[config.mk]
export PLATFORM = sky130hd
export DESIGN_NAME = rgb_fade_scheduler
export DESIGN_NICKNAME = d
export VERILOG_FILES = /design/src/rtl/rgb_fade_scheduler.sv
export SDC_FILE = /design/constraint.sdc
export NUM_CORES = 1
export LEC_CHECK = 0
export BUFFER_PORTS_ARGS = -buffer_cell sky130_fd_sc_hd__clkbuf_2
export CAP_MARGIN = 10
export CORE_MARGIN = 8
export CORE_UTILIZATION = 40
export CTS_BUF_LIST = sky130_fd_sc_hd__clkbuf_8
export DETAILED_ROUTE_END_ITERATION = 12
export GPL_TIMING_DRIVEN = 0
export HOLD_SLACK_MARGIN = 0.02
export PLACE_DENSITY_LB_ADDON = 0.1
export RECOVER_POWER = 50
export SKIP_CTS_REPAIR_TIMING = 1
export SKIP_LAST_GASP = 1
export SLEW_MARGIN = 0
export SYNTH_ARGS = -nofsm -noshare
export SYNTH_HDL_FRONTEND = slang
export SYNTH_SLANG_ARGS = --single-unit
[constraint.sdc]
create_clock -name i_clock -period 14 [get_ports i_clock]
set_clock_uncertainty 0.05 [all_clocks]
set_input_delay 0.7 -clock i_clock [delete_from_list [all_inputs] [get_ports i_clock]]
set_output_delay 0.7 -clock i_clock [all_outputs]
set_load 0.005 [all_outputs]
[src/rtl/rgb_fade_scheduler.sv]
// rgb_fade_scheduler: fades RGB PWM duties through a keyframe table with dwell; RGB_FADE_GAMMA_EN squares the duty outputs.
module rgb_fade_scheduler #(
  parameter int CLK_DIV = 120000,
  parameter int N_KEYS  = 4,
  parameter int KEY_AW  = 2
) (
  input  logic              i_clock,
  input  logic              i_reset,
  input  logic              i_wr_en,
  input  logic [KEY_AW-1:0] i_wr_addr,
  input  logic [31:0]       i_wr_data,
  input  logic              i_start,
  input  logic              i_stop,
  output logic              o_busy,
  output logic [KEY_AW-1:0] o_key_idx,
  output logic              o_key_done,
  output logic [7:0]        o_red_duty,
  output logic [7:0]        o_green_duty,
  output logic [7:0]        o_blue_duty
);
  localparam int CW = $clog2(CLK_DIV);
  typedef enum logic [1:0] {IDLE, FADE, DWELL} state_t;
  state_t state, state_nx;
  logic [CW-1:0] cnt;
  logic tick;
  logic [31:0] tbl [N_KEYS];
  logic [31:0] key;
  logic [2:0][7:0] lin, lin_nx, tgt, step;
  logic [7:0] dwell_cnt, dwell_nx;
  logic [KEY_AW-1:0] idx_nx;

  for (genvar k = 0; k < N_KEYS; k++) begin : g_tbl
    always_ff @(posedge i_clock or posedge i_reset)
      if (i_reset) tbl[k] <= '0;
      else if (i_wr_en && int'(i_wr_addr) == k) tbl[k] <= i_wr_data;
  end

  assign tick   = state != IDLE && cnt == CW'(CLK_DIV - 1);
  assign key    = tbl[o_key_idx];
  assign tgt    = key[23:0];
  assign o_busy = state != IDLE;

  always_comb begin
    step = lin;
    for (int i = 0; i < 3; i++)
      step[i] = lin[i] < tgt[i] ? lin[i] + 8'd1 : lin[i] > tgt[i] ? lin[i] - 8'd1 : lin[i];
  end

  // Stop has priority over everything, including a tick in the same cycle.
  always_comb begin
    state_nx   = state;
    lin_nx     = lin;
    dwell_nx   = dwell_cnt;
    idx_nx     = o_key_idx;
    o_key_done = 1'b0;
    if (i_stop) state_nx = IDLE;
    else if (state == IDLE) begin
      if (i_start) begin
        state_nx = FADE;
        idx_nx   = '0;
      end
    end else if (tick && state == FADE) begin
      lin_nx = step;
      if (step == tgt) begin
        state_nx = DWELL;
        dwell_nx = key[31:24];
      end
    end else if (tick) begin
      if (dwell_cnt == 8'd0) begin
        o_key_done = 1'b1;
        idx_nx     = o_key_idx == KEY_AW'(N_KEYS - 1) ? '0 : o_key_idx + KEY_AW'(1);
        state_nx   = FADE;
      end else dwell_nx = dwell_cnt - 8'd1;
    end
  end

  always_ff @(posedge i_clock or posedge i_reset)
    if (i_reset) begin
      state     <= IDLE;
      cnt       <= '0;
      lin       <= '0;
      dwell_cnt <= '0;
      o_key_idx <= '0;
    end else begin
      state     <= state_nx;
      cnt       <= (state == IDLE || tick) ? '0 : cnt + CW'(1);
      lin       <= lin_nx;
      dwell_cnt <= dwell_nx;
      o_key_idx <= idx_nx;
    end

`ifdef RGB_FADE_GAMMA_EN
  logic [2:0][7:0] gam;
  always_comb begin
    gam = '0;
    for (int i = 0; i < 3; i++) gam[i] = 8'(({8'd0, lin[i]} * {8'd0, lin[i]}) >> 8);
  end
  always_ff @(posedge i_clock or posedge i_reset)
    if (i_reset) {o_red_duty, o_green_duty, o_blue_duty} <= '0;
    else {o_red_duty, o_green_duty, o_blue_duty} <= gam;
`else
  assign {o_red_duty, o_green_duty, o_blue_duty} = lin;
`endif
endmodule

Yosys cells after proc, flatten, opt, wreduce, memory -nomap -nowiden
Cells that the tools add are included.
W data, S select, Z words.
Storage, ports and cells
  flip-flop bits (word level): 181
  logic and storage cells: 95
  input port bits: 39
Operators by class
  muxes and demuxes: 32
  equal/unequal tests: 13
  bitwise logic cells: 3
  $add $sub $neg: 9
  order comparisons: 7
  reduce and logical (&&, ||, !) cells: 20
Operator list (number)
  $mux W8: 10
  $bmux W32 S2: 1
  $mux W32: 2
  $sub A8 B1 Y8 const B: 4
  $mux W2: 13
  $add A8 B1 Y8 const B: 3
  $eq A24 B24 Y1: 1
  $gt A8 B8 Y1: 3
  $lt A8 B8 Y1: 3
  $add A17 B1 Y17 const B: 1
  $eq A17 B17 Y1 const B: 1
  $mux W17: 1
  $reduce_and A5 Y1: 2
  $logic_not A8 Y1: 1
  $reduce_bool A2 Y1: 4
  $reduce_bool A4 Y1: 2
  $eq A2 B2 Y1 const B: 3
  $logic_and A1 B1 Y1: 6
  $ne A2 B2 Y1 const B: 3
  $mux W1: 5
  $eq A2 B1 Y1 const B: 2
  $logic_not A2 Y1: 2
  $ne A4 B3 Y1 const B: 1
  $reduce_and A4 Y1: 1
  other kinds (8): 9

Longest topological paths before layout
Gate-level depths: netlist (run 1).
  word-level depth: 12
  mapped depth: 20
  gate-level depth less buffers: 16

Least setup slack after synthesis (run 1)
Ideal clock, no wire load.
  kind: reg2reg
  start: reg o_key_idx[1]
  end: reg dwell_cnt[1]
  path buffers: 6
  data arrival time: 4.232 ns
  data required time: 13.817 ns
  setup slack: 9.585 ns
  cell stages (with the launch flop): 21
  cells stage by stage: dfrtp_1 buf_2 buf_6 buf_2 buf_2 mux4_2 inv_1 ha_1 nor2b_4 o211ai_2 a21oi_2 or2_1 buf_6 mux2i_4 xnor2_1 a2111oi_2 nand4_1 or4b_1 buf_2 o31ai_1 a2bb2oi_1
Between the ends
  cells in the longest elaborated chain, start to end: 10
  elaborated cells between the ends (all ways): 21
Ends and longest elaborated chain
  from (decl): line 15  | output logic [KEY_AW-1:0] o_key_idx,
  from (signal assigned): line 89  | o_key_idx <= idx_nx;
  $not A2 Y3 (implied by the code) *: line 39  | assign key = tbl[o_key_idx];
  $bmux W32 S2 *: line 39
  $mux W32 (implied by the code) * (2 in series): line 39
  $gt A8 B8 Y1: line 46  | step[i] = lin[i] < tgt[i] ? lin[i] + 8'd1 : lin[i] > tgt[i] ? lin[i] - 8'd1 : lin[i];
  $mux W8 (2 in series): line 46
  $eq A24 B24 Y1: line 64  | if (step == tgt) begin
  $ne A2 B1 Y1 (no source line)
  $reduce_and A5 Y1 (no source line)
  to (signal assigned): line 88  | dwell_cnt <= dwell_nx;
  to (decl): line 29  | logic [7:0] dwell_cnt, dwell_nx;
Mark *: on every way between the ends. The rest lies on a longest branch, timed or not. The select of a mux whose other input is x is not followed.
A chain may end at the register's enable or synchronous reset.

==> results of run 1 <==
## registers in the layout (all words and copies together) (netlist names)
name	flops
tbl	128
cnt	17
dwell_cnt	8
o_blue_duty	8
o_green_duty	8
o_red_duty	8
o_key_idx	2
state	2
## kinds of logic after synthesis
group | count (synthesis) | share of synthesized area, %
and+or+nand+nor | 232 | 11.7
DFF | 181 | 44.7
buffers and inverters | 75 | 3.28
xor gates and xnor gates | 72 | 6.22
muxes | 176 | 22.9
adders and majority gates | 34 | 4.20
AOI/OAI and AO/OA | 107 | 7.06
## final timing paths
check	startpoint	endpoint	slack [ns]
worst min register to register	tbl[64]	tbl[64]	0.46
worst max-delay path	i_reset	tbl[7]	6.63
min in group asynchronous	i_reset	tbl[59]	1.28
worst max register to register	o_key_idx[1]	dwell_cnt[1]	8.53
worst min-delay path	i_stop	state[0]	0.39
max in group i_clock	o_key_idx[1]	dwell_cnt[1]	8.53
## cells in the final DEF, fill, tap and decap left out, drive strengths merged, types with 4 or more instances in the layout
cell type,instances
dfrtp,181
mux2,132
clkbuf,106
nor2,69
xnor2,49
nand2,45
inv,41
a21oi,38
ha,34
mux4,28
nand3,27
xor2,23
o21ai,17
buf,17
mux2i,16
nand4,12
and3,11
nor2b,10
nor3,10
nor4,8
clkinv,7
and2,6
a31oi,6
or3,6
or2,6
o31ai,5
nor3b,4
and4,4
o211ai,4
a211oi,4
## area by class of cell
cell class	count	area (um2)
clock buffer	17	234
timing repair buffer	67	332
multi-input combinational	621	5270
tap	330	413
sequential	181	4530
clock inverter	15	196
inverter	36	136
buffer	39	198
fill	2369	13700
## per-stage QoR
| stage | util [%] | hold slack (ns) |
|---|---|---|
| after floorplan | - | 0.405 |
| after global placement | 43.4 | 0.431 |
| after detailed placement | 43.6 | 0.435 |
| after CTS | 45.3 | 0.271 |
| after global routing | 45.2 | 0.350 |
| final | 45.2 | 0.393 |
## worst max-delay path: stages
cell	delay (ns)
sky130_fd_sc_hd__clkbuf_2	0.08
sky130_fd_sc_hd__clkinvlp_2	2.12
sky130_fd_sc_hd__clkbuf_1	3.69
## report_power, final
group	total, W	leakage, nW	switching, W	internal (W)
logic	0.000406	2.46	0.000209	0.000197
clock network	0.000375	0.205	0.000234	0.000141
registers	0.000628	2.21	0.0000337	0.000594
total	0.00141	4.88	0.000477	0.000932
## per-layer routing
metal	up-vias	part of all wire, %
met4	6	0.74
met1	3496	50
met2	112	46
met5	-	0.14
li1	3347	-
met3	21	3.5
==> out/results.tsv, run 1 <==
stage	metric	value	unit
worst_setup_path	worstSetupEndpointType	asynchronous set/reset pin	
drt	num_vias	6982	
pwr	total_power	0.00141	W
global_route	global_route.usage.met2	25.4	%
placed_design	dp_cells	1274	
worst_setup_path	timing_worst_setup_path_type	in2async	
clock_tree	cts_buffers	17	
placed_design	dp_slack	8.45	ns
drt	drt_first_iter_violations	303	
clock_tree	cts_buffer_depth	2	
floorplan	initial_core_util	40.5	%
sta	totalNegativeSetupSlack	0	ns
sta	finalHoldViolations	0	
placed_design	buffer_ports.inserted	66	
clock_tree	cts.sink_count	181	
worst_setup_path	crit_arrival	6.69	ns
sta	final.period_utilization	52.6	%
status	failed_checks	max-capacitance violations, max-slew violations	
synth	yosysWarnings	0	
worst_setup_path	worst_ep_required_time	13.32	ns
placed_design	hpwlAfterDp	17600	um
synth	synth.top_cells.by_area	sky130_fd_sc_hd__dfrtp_1 (45%), sky130_fd_sc_hd__mux2_2 (15%), sky130_fd_sc_hd__mux4_2 (4.7%), sky130_fd_sc_hd__xnor2_1 (4.2%), sky130_fd_sc_hd__ha_1 (4.2%)	
status	status	finished, violations left	
synth	asyncSetResetFlopFracSynth	100	%
drt	routedWlPerCell	18.6	um
sta	timing.fmax	0.136	GHz
global_route	globalRoute.totalOverflow	0	
clock_tree	clk_lat_worst_skew	0.47	ns
floorplan	die_w	175	um
global_route	wire_length_of_the_first_global_routing_pass	39200	um
final_layout	post_route_cells_drive_above_1_share	28.4	%
final_layout	instances_no_fill	1306	
worst_setup_path	worst_r2r_path_depth	19	
final_layout	antenna_cells_inserted	0	
final_layout	nNetsFinal	1036	
final_layout	syn_to_final_growth	11.6	%
drt	detail_route.wirelength	24400	um
synth	syn-cell-area	10100	um2
synth	mappedNetlistNets	950	
clock_tree	worst_setup_hold_path_clk_slew	0.11	ns
pwr	total_leakage_power	4.88	nW
worst_setup_path	critPathMaxFanout	97	
global_route	maximum_number_of_pins_on_one_net_before_global_route_repair	98	
global_route	gr-usage-met3	3.17	%
floorplan	design.portCount	67	
synth	yosys.area.top_type	sky130_fd_sc_hd__dfrtp_1	
global_route	grtUsageMet1	23.0	%
worst_setup_path	crit_path_start_kind	input pin	
synth	synth-seq-cells	181	
synth	synthesis.instances	877	
floorplan	dieHeight	175	um
drt	detail_route.vias_per_cell	5.35	
drt	drcViolationCount	0	
global_route	first_global_vias	6955	
synth	synth_flop_cell	sky130_fd_sc_hd__dfrtp_1	
placed_design	post_dp_cell_area	10900	um2
floorplan	rows	58	
sta	final_setup_violation_count	0	
synth	synthesis.area_per_instance	11.6	um2
clock_tree	clock_tree.htree_level_count	4	
synth	synthMostInstantiatedCell	sky130_fd_sc_hd__dfrtp_1	
synth	synth_cell_types	73	
synth	synth-edff-count	0	
drt	firstDrtPassIters	5	
placed_design	gp_congestion	0.870	
global_route	grtUsageTotal	16.2	%
floorplan	die_area	30700	um2
pwr	ir_worst_vdd	0.0000724	V
clock_tree	ctsRootBufferMaster	sky130_fd_sc_hd__clkbuf_8	
hold_path	worst_hold_path_type	in2reg	
sta	final_critical_path_setup_slack	6.63	ns
drt	drt.antenna.violating_nets	0	
global_route	antenna_found_initial	3	
final_layout	finalInstanceArea	11300	um2
synth	post-synth-top-area-fraction	44.7	%
sta	final_max_slew_viol_count	184	
floorplan	core	25000	um2
flow_run	cap_viol_max_count	2	
pwr	powerDensity	125	nW/um2
sta	fin_crit	7.37	ns
global_route	grt_busiest_layer	met2	
sta	setup_repair_after_global_routing_missed_its_margin	no	
clock_tree	cts_tree	built	
synth	synthTopCellsByCount	sky130_fd_sc_hd__dfrtp_1 (181), sky130_fd_sc_hd__mux2_2 (132), sky130_fd_sc_hd__nor2_1 (69)	
synth	seq_area_frac_synth	44.7	%
sta	slew_headroom	-239	%
hold_path	worst_hold_path.num_cells	2	
sta	timing_worst_slew_pin_value	5.09	ns
Power figures use the tool's default switching activity.
==> inputs of run 2 (changes only) <==
==> constraint.sdc (replaced) <==
create_clock -name i_clock -period 7.4 [get_ports i_clock]
set_clock_uncertainty 0.05 [all_clocks]
set_input_delay 0.37 -clock i_clock [delete_from_list [all_inputs] [get_ports i_clock]]
set_output_delay 0.37 -clock i_clock [all_outputs]
set_load 0.005 [all_outputs]
==> run 2 against run 1 <==
Against the previous run:
- the run still ends with max-capacitance violations, max-slew violations left
- critical path depth increased by 16
- sequential share of layout area about the same
- cell area about the same
- combinational power increased by 89%
- register-to-register slack got worse by 6.6 ns
- total power increased by 89%
- critical path type is now reg2reg
- largest power group unchanged
- highest routed layer unchanged
==> out/results.tsv, run 2 (same netlist as run 1, synthesis figures left out) <==
stage	metric	value	unit	change
status	status	finished, violations left		
status	failed_checks	max-capacitance violations, max-slew violations		
final_layout	post_route_cells_drive_above_1_share	27.4	%	-0.98 points
global_route	grtUsageTotal	16.2	%	unchanged
sta	final.period_utilization	74.0	%	
pwr	share_comb_of_total_power	28.8	%	about the same
clock_tree	cts_tree	built		
hold_path	min_from	i_wr_data[13]		
pwr	total_power	0.00267	W	+89%
placed_design	buffer_ports.inserted	66		unchanged
pwr	p_sw_share	33.9	%	about the same
placed_design	hpwlAfterDp	17600	um	unchanged
sta	fin_crit	5.48	ns	
hold_path	worst_hold_path.num_cells	2		unchanged
sta	slew_headroom	-158	%	+81 points
floorplan	design.portCount	67		unchanged
pwr	ir_worst_vdd	0.000136	V	+88%
drt	routedWlPerCell	18.6	um	-0.15%
final_layout	fin_util	45.2	%	about the same
pwr	p_seq_share	44.5	%	about the same
clock_tree	clock_tree.htree_level_count	4		unchanged
worst_setup_path	cp_slowest_cell	sky130_fd_sc_hd__or4b_1		
hold_path	worst_hold_path_type	in2reg		
worst_setup_path	cpPeakStageDelay	0.59	ns	-3.10 ns
floorplan	rows	58		unchanged
clock_tree	clk_lat_worst_skew	0.47	ns	about the same
worst_setup_path	worst_ep_required_time	7.69	ns	-5.63 ns
floorplan	initial_core_util	40.5	%	unchanged
worst_setup_path	regToRegStartpoint	o_key_idx[1]		
pwr	clock_power_share	26.6	%	about the same
clock_tree	ctsRootBufferMaster	sky130_fd_sc_hd__clkbuf_8		
worst_setup_path	timing_worst_setup_path_type	reg2reg		
drt	drt_first_iter_violations	325		+7.3%
hold_path	holdPathEnd	tbl[45]		
final_layout	max_flop_register	tbl		
worst_setup_path	worst_path_dominant_cell_family	buffers and inverters		
drt	detail_route.wirelength	24400	um	about the same
flow_run	cap_viol_max_count	2		unchanged
pwr	power_report.internal_total	0.00176	W	+89%
sta	timing.fmax	0.183	GHz	
final_layout	nNetsFinal	1038		+0.19%
worst_setup_path	worst_r2r_path_depth	19		unchanged
sta	finalHoldViolations	0		unchanged
clock_tree	cts.sink_count	181		unchanged
worst_setup_path	critical_path.cell_chain	buf_2, buf_6, buf_2, buf_2, mux4_2, inv_1, ha_1, nor2b_4, o211ai_2, a21oi_2, nor2_1, mux2i_1, xnor2_1, a2111oi_2, nand4_1, or4b_1, buf_2, o31ai_1, a2bb2oi_1		
global_route	maximum_number_of_pins_on_one_net_before_global_route_repair	98		unchanged
final_layout	largest_register_ff_count	128		unchanged
sta	setup_repair_after_global_routing_missed_its_margin	no		
global_route	first_global_vias	6955		unchanged
clock_tree	cts_buffer_depth	2		unchanged
final_layout	syn_to_final_growth	11.7	%	about the same
drt	drcViolationCount	0		unchanged
sta	totalNegativeSetupSlack	0	ns	unchanged
worst_setup_path	crit_arrival	5.77	ns	-0.92 ns
drt	drt.antenna.violating_nets	0		unchanged
floorplan	die_w	175	um	unchanged
worst_setup_path	timing.rr.end	dwell_cnt[1]		
clock_tree	worst_setup_hold_path_clk_slew	0.12	ns	about the same
global_route	globalRoute.totalOverflow	0		unchanged
worst_setup_path	cp_num_buf_inv	6		+3
final_layout	most_common_cell_after_layout_fill_and_taps_aside	sky130_fd_sc_hd__dfrtp_1		
drt	detail_route.vias_per_cell	5.36		+0.35%
floorplan	die_area	30700	um2	unchanged
sta	final_max_slew_viol_count	184		unchanged
final_layout	reg_top3	tbl x128, cnt x17		
final_layout	most_frequent_cells_in_the_layout	sky130_fd_sc_hd__dfrtp_1 (181), sky130_fd_sc_hd__mux2_2 (132), sky130_fd_sc_hd__nor2_1 (69)		
pwr	total_leakage_power	4.85	nW	-0.45%
sta	final_setup_violation_count	0		unchanged
pwr	total_switching_power	0.000903	W	+89%
worst_setup_path	worstSetupEndpointType	flop		
global_route	wire_length_of_the_first_global_routing_pass	39200	um	unchanged
worst_setup_path	cpMostUsedCell	sky130_fd_sc_hd__buf_2		
floorplan	dieHeight	175	um	unchanged
worst_setup_path	crit_path_start_kind	flop		
drt	firstDrtPassIters	6		+1
worst_setup_path	critPathMaxFanout	10		-90%
sta	timing_worst_slew_pin_value	3.85	ns	-1.24 ns
drt	num_vias	7017		+0.50%
clock_tree	cts_buffers	17		unchanged
pwr	powerDensity	236	nW/um2	+89%
worst_setup_path	crit_path_start	o_key_idx[1]		
global_route	antenna_found_initial	3		unchanged
final_layout	antenna_cells_inserted	0		unchanged
worst_setup_path	timing.reg2reg.setup_slack	1.92	ns	-6.61 ns
floorplan	core	25000	um2	unchanged
placed_design	gp_congestion	0.870		unchanged
-- run 2: cell types whose count changed in the layout (fill, tap and decap cells not counted) --
cell and delta:
sky130_fd_sc_hd__clkbuf_2 -9, sky130_fd_sc_hd__dlygate4sd3_1 +2, sky130_fd_sc_hd__buf_1 -3, sky130_fd_sc_hd__clkbuf_1 +12
-- run 2: power by group through the flow --
stage | Combinational (W) | Clock [W] | Sequential (W)
after global routing | 0.000847 | 0.000772 | 0.00121
after floorplan | 0.000585 | 0 | 0.00119
final | 0.000769 | 0.000710 | 0.00119
after CTS | 0.000778 | 0.000739 | 0.00119
after detailed placement | 0.000775 | 0 | 0.00121
after global placement | 0.000766 | 0 | 0.00121
-- run 2: layout make-up --
class,instances,area [um2]
clock inverter,15,196
clock buffer,17,234
timing repair buffer,69,340
fill,2375,13700
buffer,39,198
sequential,181,4530
tap,330,413
multi-input combinational,621,5270
inverter,36,136
-- run 2: through the flow --
step           setup WS, ns  instances  hold slack (ns)  instance area (um2)
2_1_floorplan          2.06        877            0.383                10100
3_3_place_gp         -0.438       1273            0.431                10900
3_5_place_dp           1.85       1274            0.435                10900
4_1_cts                1.85       1306          -0.0587                11300
5_1_grt                1.09       1308           0.0927                11300
6_report               1.92       1308            0.121                11300
-- run 2: layer usage --
metal,up-vias,share of wire (%),global-route usage [%]
li1,3354,-,-
met1,3538,50,23.0
met2,98,46,25.4
met3,21,3.2,3.17
met4,6,0.75,3.00
met5,-,0.14,0
-- run 2: how the worst max path moves through the flow --
stage | to | slack, ns | cells past startpoint
finish | dwell_cnt[1] | 1.92 | 19
global route | o_green_duty[7] | 1.09 | 4
CTS | dwell_cnt[1] | 1.85 | 19
detailed placement | dwell_cnt[1] | 1.85 | 19
global placement | o_blue_duty[6] | -0.44 | 2
floorplan | cnt[0] | 2.06 | 1
==> inputs of run 3 (changes only) <==
==> constraint.sdc (replaced) <==
create_clock -name i_clock -period 4.68 [get_ports i_clock]
set_clock_uncertainty 0.05 [all_clocks]
set_input_delay 0.234 -clock i_clock [delete_from_list [all_inputs] [get_ports i_clock]]
set_output_delay 0.234 -clock i_clock [all_outputs]
set_load 0.005 [all_outputs]
==> run 3 against run 2 <==
Against the previous run:
- the flow still finishes with violations (max-capacitance violations, max-slew violations)
- worst setup slack worse by 1.7 ns
- cell count increased by 3.0%
- combinational power grew 69%
- global-route usage up 0.14 points
- total power up 62%
- critical path depth is 1 lower
- die area unchanged
- sequential share of layout area is 1.8 points lower
- wire length rose by 0.87%
- non-clock buffer count up 39
- highest routed layer is now met4
==> out/results.tsv, run 3 (same netlist as run 1, synthesis figures left out) <==
stage	metric	value	unit	change
final_layout	largest_register_ff_count	128		unchanged
sta	setup_repair_after_global_routing_missed_its_margin	no		
final_layout	nNetsFinal	1077		+3.8%
sta	timing.fmax	0.223	GHz	+22%
sta	final_setup_violation_count	0		unchanged
global_route	antenna_found_initial	0		-3
sta	fin_crit	4.49	ns	-0.981 ns
worst_setup_path	worst_path_dominant_cell_family	compound AO/OA/AOI/OAI gates		
global_route	grtUsageMet1	22.8	%	-0.15 points
global_route	gr-usage-met3	2.98	%	-0.19 points
sta	final_max_slew_viol_count	117		-36%
hold_path	min_from	i_start		
final_layout	finalInstanceArea	11900	um2	+4.9%
global_route	wire_length_of_the_first_global_routing_pass	39300	um	about the same
final_layout	max_flop_register	tbl		
final_layout	most_frequent_cells_in_the_layout	sky130_fd_sc_hd__dfrtp_1 (179), sky130_fd_sc_hd__mux2_2 (132), sky130_fd_sc_hd__nor2_1 (68)		
drt	drt.antenna.violating_nets	0		unchanged
pwr	total_leakage_power	5.07	nW	+4.5%
sta	final.period_utilization	96.0	%	+22 points
worst_setup_path	cpMostUsedCell	sky130_fd_sc_hd__buf_12		
global_route	globalRoute.totalOverflow	0		unchanged
placed_design	post_dp_cell_area	11000	um2	+0.45%
sta	holdWs	0.0233	ns	-0.0973 ns
floorplan	dieHeight	175	um	unchanged
hold_path	holdPathEnd	state[0]		
worst_setup_path	worstSetupEndpointType	flop		
pwr	ir_worst_vdd	0.000169	V	+24%
clock_tree	clk_lat_worst_skew	0.48	ns	about the same
status	status	finished, violations left		
final_layout	antenna_cells_inserted	0		unchanged
pwr	powerDensity	365	nW/um2	+55%
drt	detail_route.vias_per_cell	5.28		-1.6%
sta	totalNegativeSetupSlack	0	ns	unchanged
drt	detail_route.wirelength	24600	um	+0.87%
final_layout	syn_to_final_growth	17.1	%	
floorplan	initial_core_util	40.5	%	unchanged
worst_setup_path	timing.reg2reg.setup_slack	0.19	ns	-1.74 ns
status	failed_checks	max-capacitance violations, max-slew violations		
final_layout	post_route_cells_drive_above_1_share	29.0	%	+1.6 points
global_route	grt_busiest_layer	met2		
global_route	global_route.usage.met2	25.6	%	+0.26 points
clock_tree	cts_buffers	17		unchanged
floorplan	design.portCount	67		unchanged
worst_setup_path	critical_path.cell_chain	buf_12, buf_12, buf_12, mux4_2, inv_1, ha_1, nor2b_1, o211ai_1, a21o_1, and2_1, buf_6, a22o_4, xnor2_1, a2111oi_2, nand4_1, or4b_4, o31ai_4, a2bb2oi_1		
drt	firstDrtPassIters	5		-1
drt	drt_first_iter_violations	284		-13%
worst_setup_path	timing_worst_setup_path_type	reg2reg		
global_route	maximum_number_of_pins_on_one_net_before_global_route_repair	42		-57%
final_layout	most_common_cell_after_layout_fill_and_taps_aside	sky130_fd_sc_hd__dfrtp_1		
worst_setup_path	cp_num_buf_inv	5		-1
floorplan	rows	58		unchanged
global_route	first_global_vias	7043		+1.3%
clock_tree	worst_setup_hold_path_clk_slew	0.12	ns	about the same
final_layout	instances_no_fill	1347		+3.0%
hold_path	worst_hold_path_type	in2reg		
global_route	grtUsageTotal	16.3	%	+0.14 points
worst_setup_path	timing.rr.end	dwell_cnt[1]		
drt	num_vias	7109		+1.3%
hold_path	worst_hold_path.num_cells	3		+1
floorplan	core	25000	um2	unchanged
placed_design	dp_cells	1277		+0.24%
flow_run	cap_viol_max_count	3		+1
clock_tree	ctsRootBufferMaster	sky130_fd_sc_hd__clkbuf_8		
worst_setup_path	worst_ep_required_time	4.98	ns	-2.71 ns
clock_tree	clock_tree.htree_level_count	4		unchanged
worst_setup_path	crit_arrival	4.80	ns	-0.97 ns
placed_design	buffer_ports.inserted	66		unchanged
placed_design	gp_congestion	0.868		-0.24%
floorplan	die_w	175	um	unchanged
clock_tree	cts_tree	built		
floorplan	die_area	30700	um2	unchanged
sta	finalHoldViolations	0		unchanged
pwr	total_power	0.00433	W	+62%
worst_setup_path	crit_path_start_kind	flop		
worst_setup_path	critPathMaxFanout	10		unchanged
clock_tree	cts_buffer_depth	2		unchanged
final_layout	reg_top3	tbl x128, cnt x17		
worst_setup_path	worst_r2r_path_depth	18		-1
drt	routedWlPerCell	18.2	um	-2.0%
drt	drcViolationCount	0		unchanged
placed_design	hpwlAfterDp	18000	um	+1.9%
worst_setup_path	cpPeakStageDelay	0.64	ns	+0.05 ns
worst_setup_path	cp_slowest_cell	sky130_fd_sc_hd__or4b_4		
sta	slew_headroom	-45.7	%	+110 points
clock_tree	cts.sink_count	181		unchanged
sta	timing_worst_slew_pin_value	2.19	ns	-1.66 ns
worst_setup_path	regToRegStartpoint	o_key_idx[1]		
-- run 3: changes by cell type in the layout (fill, tap and decap cells not counted), sizes merged --
cell,previous run,this run
dlygate4sd3,2,33
clkbuf,109,110
clkinv,7,6
buf,14,21
inv,41,43
clkinvlp,3,2
-- run 3: worst max path at each step --
stage / slack (ns) / to / startpoint / cells after the start
3_5_place_dp: -0.89 / dwell_cnt[1] / o_key_idx[1] / 19
6_report: 0.19 / dwell_cnt[1] / o_key_idx[1] / 18
4_1_cts: -0.89 / dwell_cnt[5] / o_key_idx[1] / 19
2_1_floorplan: 0.27 / dwell_cnt[1] / o_key_idx[1] / 20
5_1_grt: 0.006 / dwell_cnt[5] / o_key_idx[1] / 18
3_3_place_gp: -0.88 / dwell_cnt[1] / o_key_idx[1] / 19
-- run 3: final cells by class --
type	count	area, um2
clock buffers	17	234
plain buffers	36	249
repair buffers	111	744
flip-flops and latches	181	4530
well taps	330	413
clock inverters	15	208
inverters	36	136
fillers	2366	13200
multi-input cells	621	5350
-- run 3: through the flow --
step | utilization, % | setup slack [ns]
floorplan | - | 0.265
global placement | 43.5 | -0.879
detailed placement | 43.8 | -0.887
CTS | 45.5 | -0.889
global route | 47.4 | 0.00619
finish | 47.4 | 0.186
-- run 3: routing by layer --
layer | routed length [um] | share of wire [%] | vias to the layer above
li1 | - | - | 3424
met1 | 12200 | 50 | 3559
met2 | 11500 | 47 | 115
met3 | 687 | 2.8 | 11
met4 | 220 | 0.90 | 0
met5 | 0 | 0 | -
-- run 3: worst register-to-register path: cells and delay by family, from the launching register on --
kind / cells / cell delay (ns)
AOI/OAI and AO/OA: 6 / 1.35
xor gates and xnor gates: 1 / 0.14
adders and majority gates: 1 / 0.28
buffers and inverters: 5 / 0.69
DFF: 1 / 0.46
muxes: 1 / 0.30
and+or+nand+nor: 4 / 1.12
-- run 3: power by group --
group	total (W)	leakage, nW	switching, W	internal [W]
logic	0.00130	2.65	0.000649	0.000652
registers	0.00188	2.21	0.000103	0.00178
clock network	0.00115	0.213	0.000717	0.000431
total	0.00433	5.07	0.00147	0.00286
